<file path="src/rtl/tt_probe_pkg.sv">
// Shared types and constants for the truth-table probe.
package tt_probe_pkg;

  typedef enum logic [1:0] {
    IDLE,
    SETTLE,
    SAMPLE,
    DONE
  } state_e;

  localparam int unsigned NUM_VECTORS = 8;
  localparam int unsigned CODE_W      = 8;
  localparam int unsigned VEC_W       = 3;
  localparam int unsigned MAJ_SAMPLES = 3;

  function automatic logic maj3(input logic a, input logic b, input logic c);
    return (a & b) | (a & c) | (b & c);
  endfunction

endpackage

</file>
<file path="src/rtl/tt_sync2.sv">
// Two-flop synchronizer for a single asynchronous bit, resets to 0.
module tt_sync2 (
  input  logic clk,
  input  logic rst_n,
  input  logic d_i,
  output logic q_o
);

  logic meta_q;
  logic sync_q;

  always_ff @(posedge clk or negedge rst_n) begin
    if (!rst_n) begin
      meta_q <= 1'b0;
      sync_q <= 1'b0;
    end else begin
      meta_q <= d_i;
      sync_q <= meta_q;
    end
  end

  assign q_o = sync_q;

endmodule

</file>
<file path="src/rtl/truth_table_probe.sv">
// Steps a 3-input circuit through vectors 000..111 and assembles its 8-bit truth-table code.
// Define TT_PROBE_MAJORITY_EN for a 3-sample majority vote per vector.
module truth_table_probe
  import tt_probe_pkg::*;
#(
  parameter int unsigned SETTLE_CYCLES = 4
) (
  input  logic                 clk,
  input  logic                 rst_n,
  input  logic                 start,
  input  logic                 dut_out,
  output logic [VEC_W-1:0]     stim,
  output logic                 busy,
  output logic                 done,
  output logic [CODE_W-1:0]    code
);

  localparam int unsigned CNT_W = $clog2(SETTLE_CYCLES + 1);
  localparam logic [CNT_W-1:0] CNT_LAST = CNT_W'(SETTLE_CYCLES - 1);
  localparam logic [CNT_W-1:0] CNT_MAX  = CNT_W'(SETTLE_CYCLES);
  localparam logic [VEC_W-1:0] VEC_LAST = VEC_W'(NUM_VECTORS - 1);

  state_e              state_q, state_d;
  logic [VEC_W-1:0]    k_q, k_d;
  logic [CNT_W-1:0]    cnt_q, cnt_d;
  logic [CODE_W-1:0]   shift_q, shift_d;
  logic [CODE_W-1:0]   code_q, code_d;
  logic                dut_sync;
  logic                cap;
  logic                cap_bit;

`ifdef TT_PROBE_MAJORITY_EN
  logic [1:0]          smp_q, smp_d;
  logic [1:0]          vote_q, vote_d;
`endif

  tt_sync2 u_sync (
    .clk   (clk),
    .rst_n (rst_n),
    .d_i   (dut_out),
    .q_o   (dut_sync)
  );

  always_comb begin
    state_d = state_q;
    k_d     = k_q;
    cnt_d   = cnt_q;
    shift_d = shift_q;
    code_d  = code_q;
    stim    = '0;
    busy    = 1'b0;
    done    = 1'b0;
    cap     = 1'b0;
    cap_bit = 1'b0;
`ifdef TT_PROBE_MAJORITY_EN
    smp_d   = smp_q;
    vote_d  = vote_q;
`endif

    case (state_q)
      IDLE: begin
        if (start) begin
          state_d = SETTLE;
          k_d     = '0;
          cnt_d   = '0;
          shift_d = '0;
`ifdef TT_PROBE_MAJORITY_EN
          smp_d   = '0;
`endif
        end
      end

      SETTLE: begin
        busy = 1'b1;
        stim = k_q;
        if (cnt_q == CNT_LAST) begin
          state_d = SAMPLE;
          cnt_d   = '0;
        end else if (cnt_q < CNT_MAX) begin
          cnt_d = cnt_q + CNT_W'(1);
        end
      end

      SAMPLE: begin
        busy = 1'b1;
        stim = k_q;
`ifdef TT_PROBE_MAJORITY_EN
        if (smp_q == 2'(MAJ_SAMPLES - 1)) begin
          cap     = 1'b1;
          cap_bit = maj3(vote_q[0], vote_q[1], dut_sync);
          smp_d   = '0;
        end else begin
          vote_d[smp_q[0]] = dut_sync;
          smp_d            = smp_q + 2'd1;
        end
`else
        cap     = 1'b1;
        cap_bit = dut_sync;
`endif
        if (cap) begin
          shift_d = {shift_q[CODE_W-2:0], cap_bit};
          if (k_q == VEC_LAST) begin
            state_d = DONE;
            // code is loaded with the final assembled word on entry to DONE,
            // so it is already valid during the done pulse.
            code_d  = shift_d;
          end else begin
            state_d = SETTLE;
            k_d     = k_q + VEC_W'(1);
          end
        end
      end

      DONE: begin
        done    = 1'b1;
        state_d = IDLE;
      end

      default: state_d = IDLE;
    endcase
  end

  always_ff @(posedge clk or negedge rst_n) begin
    if (!rst_n) begin
      state_q <= IDLE;
      k_q     <= '0;
      cnt_q   <= '0;
      shift_q <= '0;
      code_q  <= '0;
    end else begin
      state_q <= state_d;
      k_q     <= k_d;
      cnt_q   <= cnt_d;
      shift_q <= shift_d;
      code_q  <= code_d;
    end
  end

`ifdef TT_PROBE_MAJORITY_EN
  always_ff @(posedge clk or negedge rst_n) begin
    if (!rst_n) begin
      smp_q  <= '0;
      vote_q <= '0;
    end else begin
      smp_q  <= smp_d;
      vote_q <= vote_d;
    end
  end
`endif

  assign code = code_q;

endmodule

</file>
<file path="config.mk">
export PLATFORM = sky130hd
export DESIGN_NAME = truth_table_probe
export DESIGN_NICKNAME = d
export VERILOG_FILES = /design/src/rtl/tt_probe_pkg.sv /design/src/rtl/tt_sync2.sv /design/src/rtl/truth_table_probe.sv
export SDC_FILE = /design/constraint.sdc
export NUM_CORES = 1
export LEC_CHECK = 0
export ABC_AREA = 1
export BUFFER_PORTS_ARGS = -buffer_cell sky130_fd_sc_hd__buf_4
export CAP_MARGIN = 20
export CORE_MARGIN = 8
export CORE_UTILIZATION = 30
export CTS_CLUSTER_DIAMETER = 80
export CTS_CLUSTER_SIZE = 24
export DETAILED_ROUTE_END_ITERATION = 6
export GPL_ROUTABILITY_DRIVEN = 0
export PLACE_DENSITY = 0.52
export SLEW_MARGIN = 0
export SYNTH_ARGS = -nofsm -noshare
export SYNTH_HDL_FRONTEND = slang
export SYNTH_SLANG_ARGS = --single-unit
</file>
<file path="constraint.sdc">
create_clock -name clk -period 1.5 [get_ports clk]
set_input_delay 0.225 -clock clk [delete_from_list [all_inputs] [get_ports clk]]
set_output_delay 0.225 -clock clk [all_outputs]
set_load 0.02 [all_outputs]
</file>
==> summary.md <==
The flow ran to the end, and the final reports show no timing, DRC or antenna violations. The count of synthesis-stage warnings from yosys was 0; the worst supply voltage drop on vdd was 0.622 mV. Final worst-path setup slack: 69.3 ps. 0 antenna diodes ended up in the layout. Among all stages on the critical path, the largest delay is contributed by sky130_fd_sc_hd__dfrtp_1.

The run gives 0 as the remaining routing DRC violations. TritonCTS built the clock tree. The relative slew slack was 78.8%. The tools report the CTS buffer count as 3.

Dominant cell type by area after synthesis: sky130_fd_sc_hd__dfrtp_1. The sequential share of the synthesized area was 52.5%. Walking the worst path, the cells encountered are inv_2, ha_4, nand2_1, inv_1, buf_4.

OpenSTA, run right after detailed placement, puts the worst setup slack at -53.9 ps. The first TritonRoute pass finished after 4 iterations. For the initial antenna violation count, the log shows 0. The tools report the cell count after synthesis as 133. Peak fanout along the critical path: 4. The run gives 1210 ps as the arrival time of data at the critical path endpoint. The number of max-cap violations was 0.

Clock skew on the completed layout was measured at 2.42 ps. Leaving out fill and tap cells, the most frequent cells in the layout are sky130_fd_sc_hd__nand2_1 (37), sky130_fd_sc_hd__dfrtp_1 (25), sky130_fd_sc_hd__buf_4 (23), sky130_fd_sc_hd__inv_1 (15), sky130_fd_sc_hd__nand3_1 (14). For the worst-skew pair, the clock arrives at the later sink with an insertion delay of 260 ps.

Top-area cell type share of the netlist area: 52.5%. Number of cells on the worst reg-to-reg path: 6. H-tree level count: 1. The number of nets in the synthesized netlist is 145, and the static leakage is 0.772 nW. The kind of cell with the highest combined delay along the critical path is flip-flops.

The number of buffers and inverters on the critical path came out at 3. The pin count of the biggest net entering global routing was 26; the die boundary height was 79.0 µm. Adding up every negative setup slack in the final design gives 0 ps.

The clock period could shrink to 1430 ps. The share of the cycle needed by the critical path after routing is 95.4%, and the signed area change from the synthesized netlist to the final layout is 22.9%. For this design the ratio of total power to cell area is 1500 nW/µm². The worst hold path terminates at u_sync.meta_q. Global routing used 8.38% of the available tracks across all layers. The number of register bits inferred by synthesis came out at 25.

For the filler-free cell count of the finished design, the log shows 208. The cell area that synthesis handed to floorplanning was 1190 µm². For the number of pins with negative max-slew slack in the final report, the log shows 0. From left edge to right edge, the die measures 79.0 µm. In this run the critical register-to-register path is launched from k_q[0]. The library cell used most frequently in the layout, excluding fill and tap cells, is sky130_fd_sc_hd__nand2_1. The floorplan has 23 rows.

Counting every sink on the clock net gives 25. Number of failing hold endpoints at the final stage: 0. The number of cells on the worst hold path works out to 1. Setup repair after global routing left no endpoint under its margin. In the routed layout, each cell is associated on average with a via count of 4.33. The aggregate global routing overflow came out at 0. By area the synthesized netlist is led by sky130_fd_sc_hd__dfrtp_1 (52%), sky130_fd_sc_hd__nand2_1 (12%), sky130_fd_sc_hd__ha_1 (8.4%), sky130_fd_sc_hd__nand3_1 (5.9%), sky130_fd_sc_hd__inv_1 (5.4%). For this run, the slowest stage of the critical path takes 390 ps. The first global-routing pass estimated 4290 µm of wire. Clock-pin slew was measured on the worst setup and hold paths at 80 ps. Hold path startpoint: dut_out.

The tools report the number of different library cells in the post-synthesis netlist as 16. The total placed cells including tap cells came out at 201. The tools report the number of nets in the finished design as 171.

The tools report the total length of routed wires as 2390 µm. The floorplan step defined a die boundary enclosing 6250 µm². Kind of start point of the critical path: a register. Summing internal, switching and leakage power gives 2.20 mW. The run gives 0.699 GHz as the maximum achievable frequency. For flop-to-flop paths, the worst setup slack is 110 ps. The boundary pin count was 17. The worst register-to-register path ends at k_q[2].

The number of violations reported at the end of detailed-routing iteration 0 was 52; the via count of the first global-routing pass was 959. The detail route stage leaves a number of antenna-violating nets equal to 0. The path type of the worst setup path was register to primary output. For the worst setup path, the data required time is 1270 ps. Buffers placed on the I/O ports in this run total 16. The wire-length estimate of the detail-placed layout is 1780 µm. Setup violations remaining at the end of the flow were counted as 0. For the initial core utilization, the log shows 30.5%.

The mean instance size in the synthesized netlist is 8.97 µm². In the final routed layout, each cell accounts on average for 11.5 µm. In this run the worst hold path is classified as input pin to register. The final route contains 900 vias. The proportion of layout cells with a drive suffix above 1 was 22.8%. STA classifies the critical path endpoint as a primary output. The longest clock path from root to sink contains 2 buffers. At the pin with the least slew margin, the transition time is 318 ps. The total area inside the core boundary comes to 3910 µm².

The tools report the library cell used as clock root buffer as sky130_fd_sc_hd__clkbuf_8.
[Yosys cell counts]
library cell and number:
sky130_fd_sc_hd__nand2_2 3, sky130_fd_sc_hd__o21ai_1 6, sky130_fd_sc_hd__o21ai_0 8, sky130_fd_sc_hd__inv_1 17
sky130_fd_sc_hd__buf_4 1, sky130_fd_sc_hd__ha_1 8, sky130_fd_sc_hd__nand3b_1 2, sky130_fd_sc_hd__nand3_1 14
sky130_fd_sc_hd__o21ai_4 1, sky130_fd_sc_hd__nor2_1 6, sky130_fd_sc_hd__dfrtp_1 25, sky130_fd_sc_hd__buf_6 2
sky130_fd_sc_hd__nand2_4 1, sky130_fd_sc_hd__nand2_1 37, sky130_fd_sc_hd__or2_2 1, sky130_fd_sc_hd__inv_2 1
[where the power goes]
| group | leakage (nW) | switching, mW | internal (mW) | total (mW) |
|---|---|---|---|---|
| logic | 0.411 | 0.587 | 0.385 | 0.972 |
| clock network | 0.0228 | 0.204 | 0.190 | 0.393 |
| registers | 0.339 | 0.0599 | 0.771 | 0.831 |
[sequential cells by signal, summed over array words and instances, names as in the netlist]
register / cells
cnt_q: 3
code: 8
k_q: 3
shift_q: 7
state_q: 2
u_sync.meta_q: 1
u_sync.q_o: 1
[per-stage QoR]
| step | instance area [µm²] | hold slack [ps] | utilization, % |
|---|---|---|---|
| 4_1_cts | 1460 | 51.5 | 37.2 |
| 6_report | 1470 | 61.5 | 37.4 |
| 5_1_grt | 1470 | 45.7 | 37.4 |
| 3_5_place_dp | 1380 | 155 | 35.3 |
| 2_1_floorplan | 1190 | -70.6 | - |
| 3_3_place_gp | 1380 | 153 | 35.3 |
[layer usage]
metal / vias up / GRT usage (%) / wire [µm]
met5: - / 0 / 0
met1: 412 / 10.6 / 1170
met4: 0 / 3.33 / 32
li1: 467 / - / -
met3: 5 / 1.81 / 62
met2: 16 / 13.6 / 1120
[worst max-delay path by stage]
stage,from,end,slack [ps],depth (start not counted)
floorplan,state_q[1],stim[0],140,4
global placement,state_q[1],cnt_q[0],80,7
detailed placement,state_q[1],cnt_q[0],-50,7
CTS,state_q[0],stim[0],40,5
global route,k_q[0],k_q[2],4,6
finish,state_q[0],stim[0],70,5
[logic make-up (layout without fill, tap and decap cells)]
logic type,count (synthesis),in the layout,synth area share (%)
AND/OR/NAND/NOR,64,64,23.7
adder cells (fa/ha/maj),8,8,8.39
AO/OA/AOI/OAI,15,15,7.24
buffers and inverters,21,46,8.18
flip-flops,25,25,52.5
[timing repair]
action	in CTS	in global routing
setup endpoints to repair	8	2
pin swaps	0	0
cloned	0	0
endpoints found under the hold margin	25	0
gates resized for setup	2	1
setup buffers	1	1
hold buffers	1	0
[layout make-up]
cell class | instances | area [µm²]
multi-input combinational | 87 | 482
clock buffer | 4 | 45.0
tap | 50 | 62.6
timing repair buffer | 24 | 183
sequential | 25 | 626
fill | 423 | 2450
inverter | 18 | 67.6
Note: power is estimated with default switching activity, not from simulation.
